$ cat src/rtl/multi_busarb_pkg.sv
// Shared definitions for the N-master bus arbiter: strobe polarities,
// default bus widths, arbiter state encoding and a width helper.
package multi_busarb_pkg;

  localparam logic ENABLE_  = 1'b0;
  localparam logic DISABLE_ = 1'b1;

  localparam int BUS_ADDR_WIDTH = 16;
  localparam int DATA_WIDTH     = 32;

  typedef enum logic {
    ST_IDLE  = 1'b0,
    ST_OWNED = 1'b1
  } arb_state_t;

  // Ceiling log2, never below 1 so that it can size a vector directly.
  function automatic int clog2(input int n);
    int w;
    for (w = 1; (1 << w) < n; w++) begin
    end
    return w;
  endfunction

endpackage

$ cat src/rtl/multi_busarb_rr_pick.sv
// Rotating priority picker: first set request at or after `start`, wrapping.
// With start fixed at 0 it degenerates to a plain lowest-index priority encoder.
module multi_busarb_rr_pick
  import multi_busarb_pkg::*;
#(
  parameter int N = 4,
  parameter int W = clog2(N)
) (
  input  logic [N-1:0] req,
  input  logic [W-1:0] start,
  output logic         valid,
  output logic [W-1:0] idx,
  output logic [N-1:0] grant
);

  logic [W-1:0] scan_idx [N];
  logic [N-1:0] scan_req;

  // scan_idx[k] is the master visited k-th; start is always below N, so one
  // conditional subtraction performs the modulo for any N.
  genvar gi;
  for (gi = 0; gi < N; gi++) begin : g_scan
    logic [W:0] sum;
    assign sum          = {1'b0, start} + (W + 1)'(gi);
    assign scan_idx[gi] = (sum >= (W + 1)'(N)) ? W'(sum - (W + 1)'(N)) : sum[W-1:0];
    assign scan_req[gi] = req[scan_idx[gi]];
  end

  always_comb begin
    valid = 1'b0;
    idx   = '0;
    grant = '0;
    for (int k = 0; k < N; k++) begin
      if (!valid && scan_req[k]) begin
        valid             = 1'b1;
        idx               = scan_idx[k];
        grant[scan_idx[k]] = 1'b1;
      end
    end
  end

endmodule

$ cat src/rtl/multi_busarb.sv
// N-master shared-bus arbiter with fixed or round-robin priority, optional
// tenure limit, and the owner-steered address/data/strobe multiplexer.
module multi_busarb
  import multi_busarb_pkg::*;
#(
  parameter int NMASTER  = 4,
  parameter int ADDR_W   = BUS_ADDR_WIDTH,
  parameter int DATA_W   = DATA_WIDTH,
  parameter int RR_MODE  = 1,
  parameter int MAX_HOLD = 8
) (
  input  logic                        clk,
  input  logic                        reset,
  input  logic [NMASTER-1:0]          breq_,
  output logic [NMASTER-1:0]          bgrt_,
  input  logic [NMASTER*ADDR_W-1:0]   m_addr,
  input  logic [NMASTER*DATA_W-1:0]   m_wdata,
  input  logic [NMASTER-1:0]          m_rw_,
  output logic [ADDR_W-1:0]           addr,
  output logic [DATA_W-1:0]           idata,
  output logic                        rw_,
  output logic [clog2(NMASTER)-1:0]   owner,
  output logic                        busy
);

  localparam int OWN_W  = clog2(NMASTER);
  localparam int HOLD_W = clog2(MAX_HOLD + 1);
  localparam logic [HOLD_W-1:0] HOLD_LIM  = HOLD_W'(MAX_HOLD);
  localparam logic [OWN_W-1:0]  LAST_IDX  = OWN_W'(NMASTER - 1);
  localparam bit                UNLIMITED = (MAX_HOLD == 0);
  localparam bit                ROUND_ROBIN = (RR_MODE != 0);

  arb_state_t          state_reg;
  logic [NMASTER-1:0]  grant_n_reg;
  logic [OWN_W-1:0]    owner_reg;
  logic [HOLD_W-1:0]   hold_reg;
  logic                busy_reg;

  logic [NMASTER-1:0]  req;
  logic [NMASTER-1:0]  owner_mask;
  logic [NMASTER-1:0]  pick_req;
  logic [NMASTER-1:0]  pick_grant;
  logic [OWN_W-1:0]    pick_start;
  logic [OWN_W-1:0]    pick_idx;
  logic                pick_valid;
  logic                owner_req;
  logic                keep;

  assign req        = ~breq_;
  assign owner_mask = NMASTER'(1) << owner_reg;
  assign owner_req  = |(req & owner_mask);

  // While owned, the picker only ever sees the other masters, so both a
  // release and a forced handover land on a different master.
  assign pick_req   = (state_reg == ST_OWNED) ? (req & ~owner_mask) : req;
  assign pick_start = !ROUND_ROBIN           ? '0 :
                      (owner_reg == LAST_IDX) ? '0 : owner_reg + OWN_W'(1);

  multi_busarb_rr_pick #(
    .N (NMASTER),
    .W (OWN_W)
  ) u_rr_pick (
    .req   (pick_req),
    .start (pick_start),
    .valid (pick_valid),
    .idx   (pick_idx),
    .grant (pick_grant)
  );

  // In OWNED, pick_valid means some other master is waiting.
  assign keep = owner_req && (UNLIMITED || (hold_reg != HOLD_LIM) || !pick_valid);

  always_ff @(posedge clk or posedge reset) begin
    if (reset) begin
      state_reg   <= ST_IDLE;
      grant_n_reg <= '1;
      owner_reg   <= '0;
      hold_reg    <= '0;
      busy_reg    <= 1'b0;
    end else begin
      case (state_reg)
        ST_IDLE: begin
          if (pick_valid) begin
            state_reg   <= ST_OWNED;
            grant_n_reg <= ~pick_grant;
            owner_reg   <= pick_idx;
            hold_reg    <= '0;
            busy_reg    <= 1'b1;
          end
        end
        ST_OWNED: begin
          if (keep) begin
            if (!UNLIMITED && (hold_reg != HOLD_LIM)) begin
              hold_reg <= hold_reg + HOLD_W'(1);
            end
          end else if (pick_valid) begin
            grant_n_reg <= ~pick_grant;
            owner_reg   <= pick_idx;
            hold_reg    <= '0;
          end else begin
            state_reg   <= ST_IDLE;
            grant_n_reg <= '1;
            hold_reg    <= '0;
            busy_reg    <= 1'b0;
          end
        end
        default: begin
          state_reg   <= ST_IDLE;
          grant_n_reg <= '1;
          hold_reg    <= '0;
          busy_reg    <= 1'b0;
        end
      endcase
    end
  end

  logic [ADDR_W-1:0] addr_arr  [NMASTER];
  logic [DATA_W-1:0] wdata_arr [NMASTER];

  genvar gi;
  for (gi = 0; gi < NMASTER; gi++) begin : g_unpack
    assign addr_arr[gi]  = m_addr[gi*ADDR_W +: ADDR_W];
    assign wdata_arr[gi] = m_wdata[gi*DATA_W +: DATA_W];
  end

  // Without a grant the device bus is parked so no master can strobe devices.
  always_comb begin
    addr  = '0;
    idata = '0;
    rw_   = DISABLE_;
    if (busy_reg) begin
      addr  = addr_arr[owner_reg];
      idata = wdata_arr[owner_reg];
      rw_   = m_rw_[owner_reg];
    end
  end

  assign bgrt_ = grant_n_reg;
  assign owner = owner_reg;
  assign busy  = busy_reg;

endmodule

$ cat config.mk
export PLATFORM = sky130hd
export DESIGN_NAME = multi_busarb
export DESIGN_NICKNAME = d
export VERILOG_FILES = /design/src/rtl/multi_busarb_pkg.sv /design/src/rtl/multi_busarb_rr_pick.sv /design/src/rtl/multi_busarb.sv
export SDC_FILE = /design/constraint.sdc
export NUM_CORES = 1
export LEC_CHECK = 0
export BUFFER_PORTS_ARGS = -buffer_cell sky130_fd_sc_hd__buf_2
export CAP_MARGIN = 10
export CORE_ASPECT_RATIO = 0.6
export CORE_MARGIN = 10
export CORE_UTILIZATION = 38
export CTS_BUF_LIST = sky130_fd_sc_hd__clkbuf_4 sky130_fd_sc_hd__clkbuf_8
export DETAILED_ROUTE_END_ITERATION = 10
export GPL_TIMING_DRIVEN = 0
export PLACE_DENSITY = 0.94
export SYNTH_ARGS = -nofsm -noshare
export SYNTH_HDL_FRONTEND = slang
export SYNTH_HIERARCHICAL = 1
export SYNTH_SLANG_ARGS = --single-unit
export TNS_END_PERCENT = 100
$ cat constraint.sdc
create_clock -name clk -period 3.7 [get_ports clk]
set_input_delay 0.555 -clock clk [delete_from_list [all_inputs] [get_ports clk]]
set_output_delay 0.555 -clock clk [all_outputs]
set_load 0.02 [all_outputs]
==> out/metrics.csv, run 1 <==
stage,metric,value,unit
grt,first-pass GRT wire length,21600,um
placed_design,PortBufs,257,
setup_path,Reg2Reg Depth,14,
detailed_routing,ANT nets after route,0,
cells_and_area,post-layout instance area,4190,um^2
setup_path,critical path capture point type,flop,
setup_path,critical-path cell list,clkbuf_4 -> buf_6 -> nor2_1 -> buf_6 -> inv_1 -> ha_1 -> mux4_2 -> buf_6 -> nor4b_4 -> buf_4 -> a22oi_1 -> o21ai_0 -> nand2_1 -> a221o_1,
logic_synthesis,cell count after synthesis,236,
clock_network,CTS root buf,clkbuf_8,
detailed_routing,via count,3296,
grt,number of global-route vias before repair,3649,
setup_path,crit path launch,owner[0],
clock_network,"Clk Latency, worst-skew pair",250,ps
grt,GR Overflow Total,0,
detailed_routing,WL final,14600,um
logic_synthesis,post-synthesis area per instance,11.4,um^2
placed_design,gpl congestion,0.930,
timing,worst slew pin tran,606,ps
clock_network,Clock Path Buffers,2,
pwr,maximum vdd drop,0.600,mV
timing,f_max,0.284,GHz
timing,Final setup viols,0,
timing,RSZ-0062 raised after global routing,no,
logic_synthesis,Synth Cell Area,2680,um^2
clock_network,TritonCTS clock tree,yes,
setup_path,critical path class,flop to flop,
setup_path,Worst Setup Start Kind,flop,
floorplanning,Core Rows,23,
timing,Max Clock Skew,10.2,ps
timing,Final Slew Violations,0,
pwr,P_leak,0.00210,uW
timing,final period utilization,95.2,%
outcome,outcome,"complete, no violations",
detailed_routing,# DRC,0,
floorplanning,die area,10900,um^2
logic_synthesis,Synth Warn #,6,
setup_path,CP endpoint,bgrt_[1],
floorplanning,core area,6760,um^2
detailed_routing,Detailed Routing Iterations Pass 1,4,
setup_path,worst r2r dst,bgrt_[1],
logic_synthesis,register area share after synthesis,11.4,%
detailed_routing,vias per cell,5.60,
setup_path,CP dominant cell by count,buf_6,
logic_synthesis,Synth cell types,43,
timing,post-layout min period,3520,ps
detailed_routing,Iteration-0 DRC Markers,219,
grt,initial antenna violation count,1,
setup_path,critical path peak fanout,10,
timing,"Hold Violations, Final",0,
setup_path,worst r2r src,owner[0],
cells_and_area,nets@finish,716,
clock_network,"Clk pin slew, worst setup/hold paths",60,ps
placed_design,hpwl dp,13100,um
floorplanning,Die Y,85.0,um
cells_and_area,most frequent cells in the layout,"buf_2, mux4_2, and2_1",
cells_and_area,area grow syn2layout,56.4,%
clock_network,CTS Buf Count,3,
pwr,overall power,3960,uW
setup_path,WP data required,3870,ps
setup_path,r2r setup slk,180,ps
timing,Min Hold Slack,318,ps
clock_network,CTS sink cnt,12,
floorplanning,initial core utilization,39.6,%
placed_design,dpl cell area,4070,um^2
setup_path,CP arrival,3690,ps
pwr,total power divided by cell area,945,nW/um^2
detailed_routing,WL/cell,24.8,um
hold_path,Tightest Hold Check Type,primary input to asynchronous set/reset pin,
clock_network,hold_buf cts,0,
grt,largest net degree at the start of global routing,13,
logic_synthesis,Mapped Nets,450,
timing,Fin Setup TNS,0,ps
cells_and_area,layout cells sized above 1,68.9,%
run,Max Cap Viol,0,
setup_path,CP max-delay cell,dfrtp_1,
setup_path,critical path's largest stage delay,420,ps
logic_synthesis,Yosys reg bits,12,
cells_and_area,"most common cell after layout, fill and taps aside",buf_2,
timing,worst rel slew slack,59.6,%
floorplanning,IO Count,258,
clock_network,H-tree levels,1,
floorplanning,Chip Width,128,um
grt,total global-route track usage,25.0,%
## synthesized netlist by cell type
cell / count / share of area [%]
mux4_2: 50 / 42
and2_1: 48 / 11
ha_1: 12 / 5.6
inv_1: 12 / 1.7
clkbuf_1: 10 / 1.4
nand2_1: 10 / 1.4
a22oi_1: 8 / 2.2
buf_2: 8 / 1.5
dfrtp_1: 8 / 7.5
nor2_1: 7 / 0.98
o21ai_0: 6 / 1.1
a21oi_1: 5 / 0.93
dfstp_2: 4 / 3.9
mux2_2: 4 / 1.7
a221o_1: 3 / 1.1
mux2i_1: 3 / 1.1
mux4_1: 3 / 2.9
nand2b_1: 3 / 0.70
nand3_1: 3 / 0.56
buf_6: 2 / 0.84
nor2b_1: 2 / 0.47
nor2b_4: 2 / 1.0
o211ai_1: 2 / 0.56
o22ai_1: 2 / 0.47
a211o_1: 1 / 0.33
a32o_1: 1 / 0.37
a41oi_1: 1 / 0.33
and2b_2: 1 / 0.33
and3b_1: 1 / 0.33
and4b_1: 1 / 0.37
buf_1: 1 / 0.14
nor3_1: 1 / 0.19
nor4_1: 1 / 0.23
nor4b_4: 1 / 0.89
o21ai_2: 1 / 0.33
o21bai_1: 1 / 0.28
o2bb2ai_1: 1 / 0.33
o311ai_0: 1 / 0.33
o31ai_1: 1 / 0.28
o41ai_4: 1 / 1.0
or3_1: 1 / 0.23
or4_1: 1 / 0.28
or4_4: 1 / 0.42
## cell type report
class / count / area (um^2)
well taps: 87 / 109
multi-input cells: 191 / 2240
fillers: 603 / 2570
clock buffers: 4 / 48.8
diodes: 1 / 2.50
repair buffers: 261 / 1320
flip-flops and latches: 12 / 305
inverters: 12 / 45.0
plain buffers: 21 / 118
## worst min path at each step
stage / start / endpoint / slack [ps] / cells after the start
3_5_place_dp: hold_reg[2] / hold_reg[2] / 540 / 1
6_report: reset / state_reg / 320 / 2
2_1_floorplan: reset / busy / 420 / 1
5_1_grt: reset / owner[0] / 360 / 2
3_3_place_gp: hold_reg[2] / hold_reg[2] / 520 / 1
4_1_cts: reset / state_reg / 330 / 2
## report_power, final
group | switching [uW] | internal, uW | total (uW)
Clock | 52.0 | 83.4 | 135
Combinational | 1930 | 1630 | 3570
Sequential | 49.2 | 210 | 259
## cells by family after synthesis
group,Yosys count,share of synthesized area [%]
buffers and inverters,33,5.56
AND/OR/NAND/NOR,84,19.6
flip-flops,12,11.4
adder cells (fa/ha/maj),12,5.60
multiplexers,60,47.8
AO/OA/AOI/OAI,35,10.0
## through the flow
step / cells / worst slack [ps] / utilization (%)
finish: 589 / 177 / 61.9
global route: 589 / 3.83 / 61.9
CTS: 586 / 93.5 / 61.3
detailed placement: 580 / -473 / 60.2
global placement: 580 / -314 / 60.2
floorplan: 236 / 138 / -
## layer usage
layer | global-route usage (%) | vias up | part of all wire (%)
li1 | - | 1467 | -
met1 | 28.0 | 1627 | 36
met2 | 47.3 | 178 | 54
met3 | 5.78 | 24 | 8.5
met4 | 4.48 | 0 | 1.6
met5 | 0 | - | 0
## timing repair
action,CTS,global route
setup endpoints to repair,12,11
endpoints found under the hold margin,0,0
resized for setup,5,5
pin swaps,0,1
buffers inserted,2,2
## worst max-delay path: cells and delay by family (launching register included)
| family | cells | cell delay (ps) |
|---|---|---|
| multiplexers | 1 | 330 |
| AO/OA/AOI/OAI | 3 | 480 |
| buffers and inverters | 6 | 1020 |
| flip-flops | 1 | 420 |
| adder cells (fa/ha/maj) | 1 | 370 |
| AND/OR/NAND/NOR | 3 | 820 |
Power figures use the tool's default switching activity.
==> inputs of run 2 (changes only) <==
--- a/config.mk
+++ b/config.mk
@@ -9,11 +9,12 @@
 export CAP_MARGIN = 10
 export CORE_ASPECT_RATIO = 0.6
 export CORE_MARGIN = 10
-export CORE_UTILIZATION = 38
+export CORE_UTILIZATION = 41
 export CTS_BUF_LIST = sky130_fd_sc_hd__clkbuf_4 sky130_fd_sc_hd__clkbuf_8
 export DETAILED_ROUTE_END_ITERATION = 10
 export GPL_TIMING_DRIVEN = 0
-export PLACE_DENSITY = 0.94
+export PLACE_DENSITY = 0.95
+export RECOVER_POWER = 100
 export SYNTH_ARGS = -nofsm -noshare
 export SYNTH_HDL_FRONTEND = slang
 export SYNTH_HIERARCHICAL = 1
==> constraint.sdc (replaced) <==
create_clock -name clk -period 4.5 [get_ports clk]
set_input_delay 0.675 -clock clk [delete_from_list [all_inputs] [get_ports clk]]
set_output_delay 0.675 -clock clk [all_outputs]
set_load 0.02 [all_outputs]
==> out/metrics.csv, run 2 (synthesis results as in run 1) <==
stage,metric,value,unit,change
outcome,outcome,"complete, no violations",,
clock_network,cts repair resizes,0,,-5
placed_design,gpl congestion,1.09,,+17%
pwr,P_leak,0.00190,uW,-9.3%
floorplanning,IO Count,258,,unchanged
setup_path,CP arrival,4180,ps,+490 ps
clock_network,H-tree levels,1,,unchanged
cells_and_area,"most common cell after layout, fill and taps aside",buf_2,,
setup_path,Reg2Reg Depth,14,,unchanged
placed_design,PortBufs,257,,unchanged
grt,initial antenna violation count,3,,+2
detailed_routing,# DRC,0,,unchanged
setup_path,critical-path cell list,clkbuf_1 -> clkbuf_2 -> inv_1 -> ha_1 -> inv_1 -> ha_1 -> mux4_2 -> buf_6 -> nor3_1 -> nand2b_1 -> inv_1 -> ha_1 -> or3_1 -> mux2i_1,,
cells_and_area,fin util,65.3,%,+3.4 points
clock_network,"Clk pin slew, worst setup/hold paths",50,ps,about the same
clock_network,CTS root buf,clkbuf_8,,
detailed_routing,via count,3352,,+1.7%
clock_network,TritonCTS clock tree,yes,,
run,Max Cap Viol,0,,unchanged
timing,worst rel slew slack,45.8,%,-14 points
clock_network,Clock Path Buffers,2,,unchanged
detailed_routing,WL final,15000,um,+2.7%
grt,number of global-route vias before repair,3469,,-4.9%
clock_network,"Clk Latency, worst-skew pair",240,ps,about the same
placed_design,hpwl dp,13300,um,+1.7%
detailed_routing,Detailed Routing Iterations Pass 1,4,,unchanged
timing,"Hold Violations, Final",0,,unchanged
setup_path,critical path peak fanout,10,,unchanged
detailed_routing,vias per cell,5.73,,+2.4%
timing,post-layout min period,4070,ps,+543 ps
floorplanning,Core Rows,22,,-4.3%
cells_and_area,layout cells sized above 1,56.7,%,-12 points
cells_and_area,most frequent cells in the layout,"buf_2, clkbuf_1, mux4_2",,
timing,final period utilization,90.4,%,-4.9 points
cells_and_area,area of the multi-input gates,2220,um^2,-1.1%
setup_path,Buf/Inv on CP,6,,unchanged
setup_path,worst r2r dst,hold_reg[0],,
clock_network,postcts setup bufs,0,,-2
setup_path,CP top delay family,buffers and inverters,,
timing,worst slew pin tran,814,ps,+207 ps
cells_and_area,area occupied by registers,305,um^2,unchanged
grt,GR Overflow Total,0,,unchanged
clock_network,hold_buf cts,0,,unchanged
timing,Final Slew Violations,0,,unchanged
grt,first-pass GRT wire length,20600,um,-4.3%
cells_and_area,area grow syn2layout,51.8,%,
grt,largest net degree at the start of global routing,13,,unchanged
setup_path,r2r setup slk,430,ps,+260 ps
floorplanning,initial core utilization,43.1,%,+3.4 points
floorplanning,die area,10300,um^2,-5.9%
grt,total global-route track usage,25.7,%,+0.72 points
clock_network,CTS Buf Count,3,,unchanged
setup_path,worst r2r src,owner[1],,
setup_path,Worst Setup Start Kind,flop,,
clock_network,CTS sink cnt,12,,unchanged
detailed_routing,WL/cell,25.7,um,+3.4%
setup_path,critical path capture point type,flop,,
setup_path,instance count on the critical path,14,,unchanged
detailed_routing,Iteration-0 DRC Markers,370,,+69%
floorplanning,Die Y,82.6,um,-2.9%
setup_path,critical path class,flop to flop,,
setup_path,WP data required,4620,ps,+750 ps
setup_path,critical path's largest stage delay,480,ps,+60 ps
setup_path,CP max-delay cell,ha_1,,
timing,Max Clock Skew,1.83,ps,-8.39 ps
hold_path,Tightest Hold Check Type,primary input to asynchronous set/reset pin,,
detailed_routing,ANT nets after route,0,,unchanged
timing,RSZ-0062 raised after global routing,no,,
timing,Fin Setup TNS,0,ps,unchanged
floorplanning,core area,6220,um^2,-8.0%
timing,Final setup viols,0,,unchanged
cells_and_area,Fillers,557,,-7.6%
pwr,total power divided by cell area,769,nW/um^2,-19%
timing,f_max,0.246,GHz,-13%
floorplanning,Chip Width,124,um,-3.2%
pwr,maximum vdd drop,0.508,mV,-15%
cells_and_area,nets@finish,712,,-0.56%
[run 2: worst max-delay path by stage]
stage	start	endpoint
after floorplan	owner[1]	hold_reg[3]
after global placement	owner[1]	hold_reg[3]
after detailed placement	owner[1]	hold_reg[0]
after CTS	owner[1]	hold_reg[3]
after global routing	owner[0]	hold_reg[1]
final	owner[1]	hold_reg[0]
[run 2: metrics by stage]
| stage | power (uW) | cell area [um^2] | hold slack, ps | worst slack, ps | cells |
|---|---|---|---|---|---|
| finish | 3120 | 4070 | 434 | 434 | 585 |
| global route | 3340 | 4060 | 469 | 206 | 582 |
| CTS | 3180 | 4130 | 444 | 266 | 581 |
| detailed placement | 3040 | 4070 | 524 | 306 | 577 |
| global placement | 2940 | 4070 | 514 | 529 | 577 |
| floorplan | 2260 | 2680 | 484 | 938 | 236 |
[run 2: where the power goes]
part / leakage, uW / internal, uW / total (uW) / switching [uW]
clock: 0.0000288 / 77.4 / 119 / 41.9
combinational: 0.00173 / 1190 / 2790 / 1600
sequential: 0.000141 / 173 / 214 / 40.8
[run 2: layout make-up]
| cell class | count | area share [%] |
|---|---|---|
| diodes | 4 | 0.246 |
| plain buffers | 21 | 2.46 |
| clock buffers | 4 | 1.35 |
| inverters | 12 | 1.11 |
| multi-input cells | 191 | 54.6 |
| flip-flops and latches | 12 | 7.51 |
| well taps | 84 | 2.59 |
| repair buffers | 257 | 30.1 |
[run 2: worst reg2reg max path, cell delays in order, from the launching register on]
cell and delay [ps]:
dfrtp_1 400, clkbuf_1 260, clkbuf_2 340, inv_1 110, ha_1 480, inv_1 150
ha_1 390, mux4_2 320, buf_6 160, nor3_1 280, nand2b_1 250, inv_1 200
ha_1 270, or3_1 220, mux2i_1 100
[run 2: routing by layer]
layer	part of all wire, %	wire length [um]	up-vias	global-route usage [%]
met5	0.080	12	-	0
met3	8.8	1330	24	6.23
met1	34	5190	1650	30.0
li1	-	-	1463	-
met2	55	8280	213	48.2
met4	1.5	224	2	4.86
